===== src/rtl/sprite_line_scheduler.sv =====
// Per-scanline sprite evaluation and fetch sequencer: scans OAM for hits on the next line,
// then streams one graphics row per slot. Optional macro SPRITE_VFLIP_EN enables vertical flip.
module sprite_line_scheduler #(
  parameter int NUM_SPRITES = 64,
  parameter int MAX_SLOTS   = 8,
  parameter int SPRITE_H    = 16
) (
  input  logic                   clk,
  input  logic                   reset_n,
  input  logic                   start,
  input  logic [9:0]             line,
  output logic [7:0]             oam_addr,
  input  logic [31:0]            oam_rdata,
  output logic [10:0]            spr_addr,
  input  logic [31:0]            spr_rdata,
  output logic                   load_valid,
  output logic [2:0]             load_idx,
  output logic [31:0]            load_data,
  output logic [MAX_SLOTS*10-1:0] slot_x,
  output logic [MAX_SLOTS*3-1:0]  slot_pal,
  output logic [MAX_SLOTS-1:0]   slot_valid,
  output logic                   busy,
  output logic                   done,
  output logic                   overflow
);

  localparam int RW  = (SPRITE_H > 1) ? $clog2(SPRITE_H) : 1;
  localparam int CW  = $clog2(NUM_SPRITES + 1);
  localparam int HW  = $clog2(MAX_SLOTS + 1);
  localparam int SIW = (MAX_SLOTS > 1) ? $clog2(MAX_SLOTS) : 1;

  typedef enum logic [1:0] {IDLE, SCAN, FETCH} state_e;

  state_e                         state_q, state_d;
  logic [9:0]                     line_q, line_d;
  logic [CW-1:0]                  cnt_q, cnt_d;
  logic [7:0]                     oam_addr_q, oam_addr_d;
  logic [HW-1:0]                  hits_q, hits_d;
  logic [HW-1:0]                  fcnt_q, fcnt_d;
  logic [6:0]                     tile_q [MAX_SLOTS];
  logic [6:0]                     tile_d [MAX_SLOTS];
  logic [RW-1:0]                  row_q  [MAX_SLOTS];
  logic [RW-1:0]                  row_d  [MAX_SLOTS];
  logic [9:0]                     x_q    [MAX_SLOTS];
  logic [9:0]                     x_d    [MAX_SLOTS];
  logic [2:0]                     pal_q  [MAX_SLOTS];
  logic [2:0]                     pal_d  [MAX_SLOTS];
  logic                           load_valid_q, load_valid_d;
  logic [2:0]                     load_idx_q, load_idx_d;
  logic                           ld_hit_q, ld_hit_d;
  logic [MAX_SLOTS-1:0][9:0]      slot_x_q, slot_x_d;
  logic [MAX_SLOTS-1:0][2:0]      slot_pal_q, slot_pal_d;
  logic [MAX_SLOTS-1:0]           slot_valid_q, slot_valid_d;
  logic                           busy_q, busy_d;
  logic                           done_q, done_d;
  logic                           overflow_q, overflow_d;

  // Evaluation of the OAM entry returned this cycle (issued the cycle before).
  logic [9:0]    ev_row;
  logic          ev_hit;
  logic [RW-1:0] ev_frow;

  assign ev_row = line_q - oam_rdata[9:0];
  assign ev_hit = oam_rdata[31] && (ev_row < 10'(SPRITE_H));

`ifdef SPRITE_VFLIP_EN
  assign ev_frow = oam_rdata[27] ? (RW'(SPRITE_H - 1) - ev_row[RW-1:0]) : ev_row[RW-1:0];
`else
  logic unused_vflip;
  assign unused_vflip = oam_rdata[27];
  assign ev_frow      = ev_row[RW-1:0];
`endif

  logic [SIW-1:0] fidx;
  logic [SIW-1:0] aidx;
  logic           f_has;

  assign fidx  = fcnt_q[SIW-1:0];
  assign aidx  = hits_q[SIW-1:0];
  assign f_has = (state_q == FETCH) && (fcnt_q < hits_q);

  // Graphics address is driven during the issue cycle; data returns with the load cycle.
  assign spr_addr   = f_has ? ((11'(tile_q[fidx]) * 11'(SPRITE_H)) + 11'(row_q[fidx])) : 11'd0;
  assign oam_addr   = oam_addr_q;
  assign load_valid = load_valid_q;
  assign load_idx   = load_idx_q;
  assign load_data  = (load_valid_q && ld_hit_q) ? spr_rdata : 32'd0;
  assign slot_x     = slot_x_q;
  assign slot_pal   = slot_pal_q;
  assign slot_valid = slot_valid_q;
  assign busy       = busy_q;
  assign done       = done_q;
  assign overflow   = overflow_q;

  always_comb begin
    state_d      = state_q;
    line_d       = line_q;
    cnt_d        = cnt_q;
    oam_addr_d   = oam_addr_q;
    hits_d       = hits_q;
    fcnt_d       = fcnt_q;
    tile_d       = tile_q;
    row_d        = row_q;
    x_d          = x_q;
    pal_d        = pal_q;
    load_valid_d = 1'b0;
    load_idx_d   = load_idx_q;
    ld_hit_d     = 1'b0;
    slot_x_d     = slot_x_q;
    slot_pal_d   = slot_pal_q;
    slot_valid_d = slot_valid_q;
    busy_d       = busy_q;
    done_d       = 1'b0;
    overflow_d   = overflow_q;

    case (state_q)
      IDLE: begin
        if (start) begin
          state_d    = SCAN;
          line_d     = line;
          cnt_d      = '0;
          oam_addr_d = 8'd0;
          hits_d     = '0;
          overflow_d = 1'b0;
          busy_d     = 1'b1;
        end
      end
      SCAN: begin
        cnt_d = cnt_q + CW'(1);
        if (oam_addr_q != 8'(NUM_SPRITES - 1)) oam_addr_d = oam_addr_q + 8'd1;
        if (cnt_q != '0) begin
          if (ev_hit && (hits_q == HW'(MAX_SLOTS))) begin
            overflow_d = 1'b1;
            state_d    = FETCH;
            fcnt_d     = '0;
          end else begin
            if (ev_hit) begin
              tile_d[aidx] = oam_rdata[26:20];
              row_d[aidx]  = ev_frow;
              x_d[aidx]    = oam_rdata[19:10];
              pal_d[aidx]  = oam_rdata[30:28];
              hits_d       = hits_q + HW'(1);
            end
            if (cnt_q == CW'(NUM_SPRITES)) begin
              state_d = FETCH;
              fcnt_d  = '0;
            end
          end
        end
      end
      FETCH: begin
        fcnt_d = fcnt_q + HW'(1);
        if (fcnt_q < HW'(MAX_SLOTS)) begin
          // Empty slots still get a load so the shift register is cleared to transparent.
          load_valid_d       = 1'b1;
          load_idx_d         = 3'(fcnt_q);
          ld_hit_d           = f_has;
          slot_valid_d[fidx] = f_has;
          slot_x_d[fidx]     = f_has ? x_q[fidx] : 10'd0;
          slot_pal_d[fidx]   = f_has ? pal_q[fidx] : 3'd0;
        end else begin
          state_d = IDLE;
          busy_d  = 1'b0;
          done_d  = 1'b1;
        end
      end
      default: state_d = IDLE;
    endcase
  end

  always_ff @(posedge clk or negedge reset_n) begin
    if (!reset_n) begin
      state_q      <= IDLE;
      line_q       <= '0;
      cnt_q        <= '0;
      oam_addr_q   <= '0;
      hits_q       <= '0;
      fcnt_q       <= '0;
      for (int i = 0; i < MAX_SLOTS; i++) begin
        tile_q[i] <= '0;
        row_q[i]  <= '0;
        x_q[i]    <= '0;
        pal_q[i]  <= '0;
      end
      load_valid_q <= 1'b0;
      load_idx_q   <= '0;
      ld_hit_q     <= 1'b0;
      slot_x_q     <= '0;
      slot_pal_q   <= '0;
      slot_valid_q <= '0;
      busy_q       <= 1'b0;
      done_q       <= 1'b0;
      overflow_q   <= 1'b0;
    end else begin
      state_q      <= state_d;
      line_q       <= line_d;
      cnt_q        <= cnt_d;
      oam_addr_q   <= oam_addr_d;
      hits_q       <= hits_d;
      fcnt_q       <= fcnt_d;
      tile_q       <= tile_d;
      row_q        <= row_d;
      x_q          <= x_d;
      pal_q        <= pal_d;
      load_valid_q <= load_valid_d;
      load_idx_q   <= load_idx_d;
      ld_hit_q     <= ld_hit_d;
      slot_x_q     <= slot_x_d;
      slot_pal_q   <= slot_pal_d;
      slot_valid_q <= slot_valid_d;
      busy_q       <= busy_d;
      done_q       <= done_d;
      overflow_q   <= overflow_d;
    end
  end

endmodule


===== config.mk =====
export PLATFORM = sky130hd
export DESIGN_NAME = sprite_line_scheduler
export DESIGN_NICKNAME = d
export VERILOG_FILES = /design/src/rtl/sprite_line_scheduler.sv
export SDC_FILE = /design/constraint.sdc
export NUM_CORES = 1
export LEC_CHECK = 0
export ABC_AREA = 1
export CORE_UTILIZATION = 35
export DETAILED_ROUTE_END_ITERATION = 12
export DONT_BUFFER_PORTS = 1
export SLEW_MARGIN = 10
export SYNTH_ARGS = -nofsm -noshare
export SYNTH_HDL_FRONTEND = slang
export SYNTH_SLANG_ARGS = --single-unit

===== constraint.sdc =====
create_clock -name clk -period 4.8 [get_ports clk]
set_clock_uncertainty 0.2 [all_clocks]
set_input_delay 0.96 -clock clk [delete_from_list [all_inputs] [get_ports clk]]
set_output_delay 0.96 -clock clk [all_outputs]
set_load 0.02 [all_outputs]

==> summary.txt, run 1 <==
Run status
  – Status: finished, violations left
  – Failing checks: hold timing

Routing
  – Vias/cell: 5.24
  – WL met3: 3.50 mm
  – Metal2 WL: 21.9 mm
  – Initial DRC count: 1426
  – Wl on met1: 20.6 mm
  – Post-route ant nets: 0
  – DRC violations left: 0
  – Pre-Repair DR Iteration Count: 5
  – Vias after detailed routing: 13088
  – Final WL: 47.0 mm
  – WL/cell: 18.8 um
  – Highest metal used: met4

Clock tree
  – CTS Sinks: 347
  – Max Root-Sink Buffers: 3
  – CTS tree: built
  – H-tree Lvls: 2
  – Cts bufs inserted: 38
  – Clock latency on the worst-skew pair: 0.54 ns
  – Clk pin slew, worst setup/hold paths: 0.06 ns
  – Post-CTS Resized: 0
  – Post-CTS setup buffers: 0
  – Root buffer cell: clkbuf_16

Floorplan
  – Placeable Area: 44400 um2
  – Chip height: 215 um
  – DIE WIDTH: 215 um
  – Initial Utilization: 35.7%
  – Rows: 77
  – Top Ports: 247
  – Die area: 46200 um2

Worst setup path
  – Startpoint Class: register
  – Arrival @ worst endpoint: 3.27 ns
  – Kind of critical path: reg -> out
  – Crit path capture type: output port
  – Worst path cell trace: inv_1 > ha_1 > a21boi_0 > o211ai_1 > nand3_1 > buf_4 > a2111oi_1 > buf_4
  – Buf/Inv on CP: 3
  – Slowest cell delay on critical path: 0.64 ns
  – Critical path's most frequent cell: buf_4
  – Family with the most delay on the worst path: compound AO/OA/AOI/OAI gates
  – CP max FO: 12
  – CP max stage cell: a2111oi_1
  – Crit path required time: 3.64 ns

STA
  – Fin crit share: 92.2%
  – Worst slew pin tran: 0.982 ns
  – Fmax: 226 MHz
  – RSZ-0062 raised after global routing: false
  – Hold Slack: -0.0721 ns
  – Hold Violations, Final: 165
  – Final setup vio count: 0
  – Post-route minimum period: 4.43 ns
  – Final count of pins violating max slew: 0
  – Max_slew headroom: 34.4%
  – Final TNS setup: 0 ns

Finish
  – Layout cells sized above 1: 6.67%
  – Filler cell count: 4520
  – Synth-to-Final Area Change: 11.1%
  – Post-Layout Cell Count: 2496
  – Total Nets Final: 1976
  – Reg area: 8680 um2
  – N_diodes: 0
  – Footprint of the multi-input gates: 6220 um2

Synth
  – Ys Warns: 0
  – Simple-gate share of the synthesized area: 27.9%
  – Post-synth EDFFs: 0
  – Synth Net Count: 2027
  – Post-Syn Instances: 1931
  – Count leader, synth: nand2_1
  – Top cell type's share of synthesized area: 54.8%
  – Commonest cells post-synth: 717 x nand2_1, 347 x dfrtp_1, 237 x nand3_1, 134 x o21ai_0, 91 x inv_1
  – XOR/XNOR Fraction of Synth Area: 0.331%
  – Compound-gate portion of the synthesized area: 9.19%
  – Synth area leaders: dfrtp_1 55%, nand2_1 17%, nand3_1 7.5%
  – Synth Area in Adders: 1.55%
  – Top_reg_cell synth: dfrtp_1
  – Largest family of logic cells by synthesized area: simple AND/OR/NAND/NOR gates
  – Yosys cell types: 39
  – Syn_area_per_cell: 8.21 um2
  – Cell area after synthesis: 15900 um2
  – Yosys top cell by area: dfrtp_1
  – Ys async rst share: 100%
  – Multiplexer area fraction after synthesis: 0%
  – Sequential share of the synthesized area: 54.8%
  – Seq cells post-synth: 347

Power and ir drop
  – Power Density: 454 nW/um2
  – Power, Total: 7.99 mW
  – VDD IR max: 0.253 mV
  – Leakage: 8.95 nW

Placement
  – Gpl congestion: 0.800
  – Placed cell count: 2432
  – HPWL Detailed: 27.9 mm
  – PortBufs: 0

GRT
  – GRT overflow: 0
  – Gr usage total: 20.2%
  – Vias in the first global route: 12601
  – Global-route wire length before repair: 73.8 mm
  – Largest net degree at the start of global routing: 348
  – Initial antenna violation count: 0

Flow run
  – Max Cap Viol: 0

Hold path
  – Worst Hold Class: in -> async
-- cells by family after synthesis --
| kind of cell | Yosys count |
|---|---|
| XOR/XNOR | 6 |
| adder cells (fa/ha/maj) | 19 |
| AO/OA/AOI/OAI | 261 |
| flip-flops | 347 |
| buffers and inverters | 237 |
| AND/OR/NAND/NOR | 1061 |
-- cells in the final DEF, fill, tap and decap left out, types with 2 or more instances in the layout --
| cell type | count |
|---|---|
| dfrtp_1 | 346 |
| clkinv_1 | 4 |
| clkbuf_1 | 6 |
| bufinv_16 | 3 |
| nand4_2 | 6 |
| nand4_1 | 17 |
| nand2_1 | 717 |
| clkbuf_16 | 39 |
| nor2_2 | 3 |
| inv_2 | 11 |
| a32o_1 | 10 |
| clkinv_2 | 6 |
| a21oi_1 | 70 |
| o22ai_1 | 27 |
| ha_1 | 18 |
| nor2_1 | 68 |
| nor2_4 | 3 |
| xnor2_1 | 3 |
| nand3_1 | 237 |
| nor3_1 | 4 |
| clkbuf_8 | 8 |
| xor2_1 | 3 |
| o21ai_0 | 134 |
| a2111oi_1 | 11 |
| buf_12 | 2 |
| nor3_4 | 2 |
| buf_4 | 39 |
| inv_1 | 90 |
| nand3b_1 | 2 |
-- sequential cells by signal (all words and copies together) (netlist names) --
register    cells
tile_q         56
fcnt_q          4
x_q            80
slot_valid      8
busy            1
load_valid      1
load_idx        3
hits_q          4
slot_x         80
done            1
overflow        1
cnt_q           7
pal_q          24
state_q         2
line_q         10
ld_hit_q        1
row_q          32
slot_pal       24
oam_addr        8
-- stage by stage --
stage	hold WS [ns]	setup slack, ns	cell area, um2	util (%)
4_1_cts	-0.101	0.319	17600	39.7
3_3_place_gp	0.261	0.833	16400	36.9
3_5_place_dp	0.265	0.782	16400	36.9
5_1_grt	-0.0970	0.160	17600	39.7
2_1_floorplan	0.249	1.21	15900	-
6_report	-0.0721	0.375	17600	39.7
-- metal layers --
metal  vias up  GRT usage [%]
li1       6175              -
met4         0           5.90
met5         -              0
met1      6382           27.2
met2       466           32.6
met3        65           4.23
-- final cells by class --
cell class	count	area share (%)
well taps	592	4.21
clock inverters	11	0.781
repair buffers	41	1.89
inverters	105	2.24
clock buffers	53	6.29
multi-input cells	1347	35.3
flip-flops and latches	347	49.3
-- worst paths after layout --
kind,startpoint,to,slack [ns],cells past startpoint
max,hits_q[1]$_DFFE_PN0P_,spr_addr[3],0.37,8
min,reset_n,slot_x[44]$_DFFE_PN0P_,-0.07,0
max reg2reg,hits_q[1]$_DFFE_PN0P_,slot_pal[18]$_DFFE_PN0P_,0.71,10
min reg2reg,x_q[38]$_DFFE_PN0P_,x_q[38]$_DFFE_PN0P_,0.28,2
max in group asynchronous,reset_n,line_q[6]$_DFFE_PN0P_,3.89,0
min in group clk,x_q[38]$_DFFE_PN0P_,x_q[38]$_DFFE_PN0P_,0.28,2
-- where the power goes --
group          internal (mW)  switching [mW]  leakage, nW  total, mW
registers               3.27           0.291         4.77       3.56
logic                  0.461            1.01         3.56       1.47
clock network           1.77            1.19        0.620       2.96
total                   5.50            2.50         8.95       7.99
Note: power is estimated with default switching activity, not from simulation.
==> run 2, diff against run 1 <==
--- a/config.mk
+++ b/config.mk
@@ -9,6 +9,7 @@
 export CORE_UTILIZATION = 35
 export DETAILED_ROUTE_END_ITERATION = 12
 export DONT_BUFFER_PORTS = 1
+export MAX_ROUTING_LAYER = met4
 export SLEW_MARGIN = 10
 export SYNTH_ARGS = -nofsm -noshare
 export SYNTH_HDL_FRONTEND = slang
==> summary.txt, run 2 (synthesis results as in run 1) <==
Run status
  – Status: finished, violations left
  – Failing checks: hold timing

Worst setup path
  – Arrival @ worst endpoint: 3.27 ns (about the same)
  – CP max stage cell: a2111oi_1
  – Crit path capture type: output port
  – Buf/Inv on CP: 3 (unchanged)
  – Worst path cell trace: inv_1 > ha_1 > a21boi_0 > o211ai_1 > nand3_1 > buf_4 > a2111oi_1 > buf_4
  – Startpoint Class: register
  – Critical path's most frequent cell: buf_4
  – Slowest cell delay on critical path: 0.64 ns (about the same)
  – Family with the most delay on the worst path: compound AO/OA/AOI/OAI gates
  – Kind of critical path: reg -> out
  – CP max FO: 12 (unchanged)
  – Crit path required time: 3.64 ns (about the same)

STA
  – Post-route minimum period: 4.43 ns (+0.00657 ns)
  – Final TNS setup: 0 ns (unchanged)
  – Hold Violations, Final: 35 (-79%)
  – Final count of pins violating max slew: 0 (unchanged)
  – Worst slew pin tran: 0.965 ns (-0.0164 ns)
  – Max_slew headroom: 35.5% (+1.1 points)
  – Fin crit share: 92.3% (+0.14 points)
  – Fmax: 226 MHz (-0.15%)
  – Hold Slack: -0.0398 ns (+0.0323 ns)
  – Final setup vio count: 0 (unchanged)
  – RSZ-0062 raised after global routing: false

Routing
  – Pre-Repair DR Iteration Count: 5 (unchanged)
  – DRC violations left: 0 (unchanged)
  – Vias/cell: 5.25 (+0.13%)
  – WL/cell: 18.9 um (+0.20%)
  – Post-route ant nets: 0 (unchanged)
  – Vias after detailed routing: 13110 (+0.17%)
  – Initial DRC count: 1388 (-2.7%)
  – Final WL: 47.1 mm (+0.24%)

Clock tree
  – Clk pin slew, worst setup/hold paths: 0.06 ns (about the same)
  – H-tree Lvls: 2 (unchanged)
  – Root buffer cell: clkbuf_16
  – CTS tree: built
  – Clock latency on the worst-skew pair: 0.54 ns (about the same)
  – Max Root-Sink Buffers: 3 (unchanged)
  – Post-CTS setup buffers: 0 (unchanged)
  – Cts bufs inserted: 38 (unchanged)
  – CTS Sinks: 347 (unchanged)

Power and ir drop
  – Power Density: 454 nW/um2 (+0.15%)
  – VDD IR max: 0.253 mV (about the same)
  – Leakage: 8.97 nW (+0.14%)

GRT
  – Vias in the first global route: 12606 (+0.040%)
  – Initial antenna violation count: 0 (unchanged)
  – Largest net degree at the start of global routing: 348 (unchanged)
  – Global-route wire length before repair: 73.9 mm (about the same)
  – GRT overflow: 0 (unchanged)
  – Gr usage total: 20.8% (+0.63 points)

Floorplan
  – DIE WIDTH: 215 um (unchanged)
  – Die area: 46200 um2 (unchanged)
  – Initial Utilization: 35.7% (unchanged)
  – Top Ports: 247 (unchanged)
  – Placeable Area: 44400 um2 (unchanged)
  – Chip height: 215 um (unchanged)
  – Rows: 77 (unchanged)

Finish
  – Total Nets Final: 1977 (+0.051%)
  – Most common cell after layout, fill and taps aside: nand2_1
  – Layout cells sized above 1: 6.72% (+0.049 points)
  – N_diodes: 0 (unchanged)
  – Most frequent cells in the layout: 717 x nand2_1, 346 x dfrtp_1, 237 x nand3_1
  – Post-Layout Cell Count: 2497 (+0.040%)
  – Synth-to-Final Area Change: 11.3%

Placement
  – PortBufs: 0 (unchanged)
  – Placed cell count: 2432 (unchanged)
  – HPWL Detailed: 27.9 mm (unchanged)
  – Gpl congestion: 0.812 (+1.4%)

Hold path
  – Worst Hold Class: in -> async

Flow run
  – Max Cap Viol: 0 (unchanged)
-- run 2: final timing paths --
check	from	end	slack, ns	cells after the start
max reg2reg	hits_q[1]$_DFFE_PN0P_	slot_pal[18]$_DFFE_PN0P_	0.74	10
max in group asynchronous	reset_n	line_q[6]$_DFFE_PN0P_	3.79	0
min reg2reg	x_q[38]$_DFFE_PN0P_	x_q[38]$_DFFE_PN0P_	0.28	2
max	hits_q[1]$_DFFE_PN0P_	spr_addr[3]	0.37	8
min	reset_n	slot_x[37]$_DFFE_PN0P_	-0.04	0
min in group clk	x_q[38]$_DFFE_PN0P_	x_q[38]$_DFFE_PN0P_	0.28	2
-- run 2: repair_timing --
action	CTS	global route
resized for setup	0	0
hold endpoints to repair	347	105
endpoints found under the setup margin	0	0
-- run 2: final cells by class --
class | instances | area (um2)
multi-input cells | 1347 | 6220
clock inverters | 11 | 138
clock buffers | 53 | 1110
flip-flops and latches | 347 | 8680
inverters | 105 | 394
well taps | 592 | 741
repair buffers | 42 | 360
fillers | 4516 | 26800
-- run 2: report_power, final --
group / switching [mW] / total (mW) / internal, mW
Sequential: 0.291 / 3.56 / 3.27
Combinational: 1.03 / 1.49 / 0.463
Clock: 1.20 / 2.96 / 1.77
Total: 2.52 / 8.02 / 5.50
-- run 2: layer usage --
metal / global-route usage (%) / share of wire (%) / up-vias
li1: - / - / 6174
met1: 27.4 / 43 / 6391
met2: 32.5 / 47 / 477
met3: 4.18 / 7.5 / 68
met4: 5.90 / 2.2 / 0
met5: - / 0 / -
-- run 2: stage by stage --
stage | hold WS (ns) | total power, mW | worst slack, ns | utilization (%) | cell area (um2)
6_report | -0.0398 | 8.02 | 0.368 | 39.7 | 17600
3_5_place_dp | 0.265 | 5.07 | 0.782 | 36.9 | 16400
3_3_place_gp | 0.261 | 5.02 | 0.833 | 36.9 | 16400
2_1_floorplan | 0.249 | 4.70 | 1.21 | - | 15900
4_1_cts | -0.101 | 8.06 | 0.319 | 39.7 | 17600
5_1_grt | -0.0556 | 8.45 | 0.159 | 39.7 | 17600
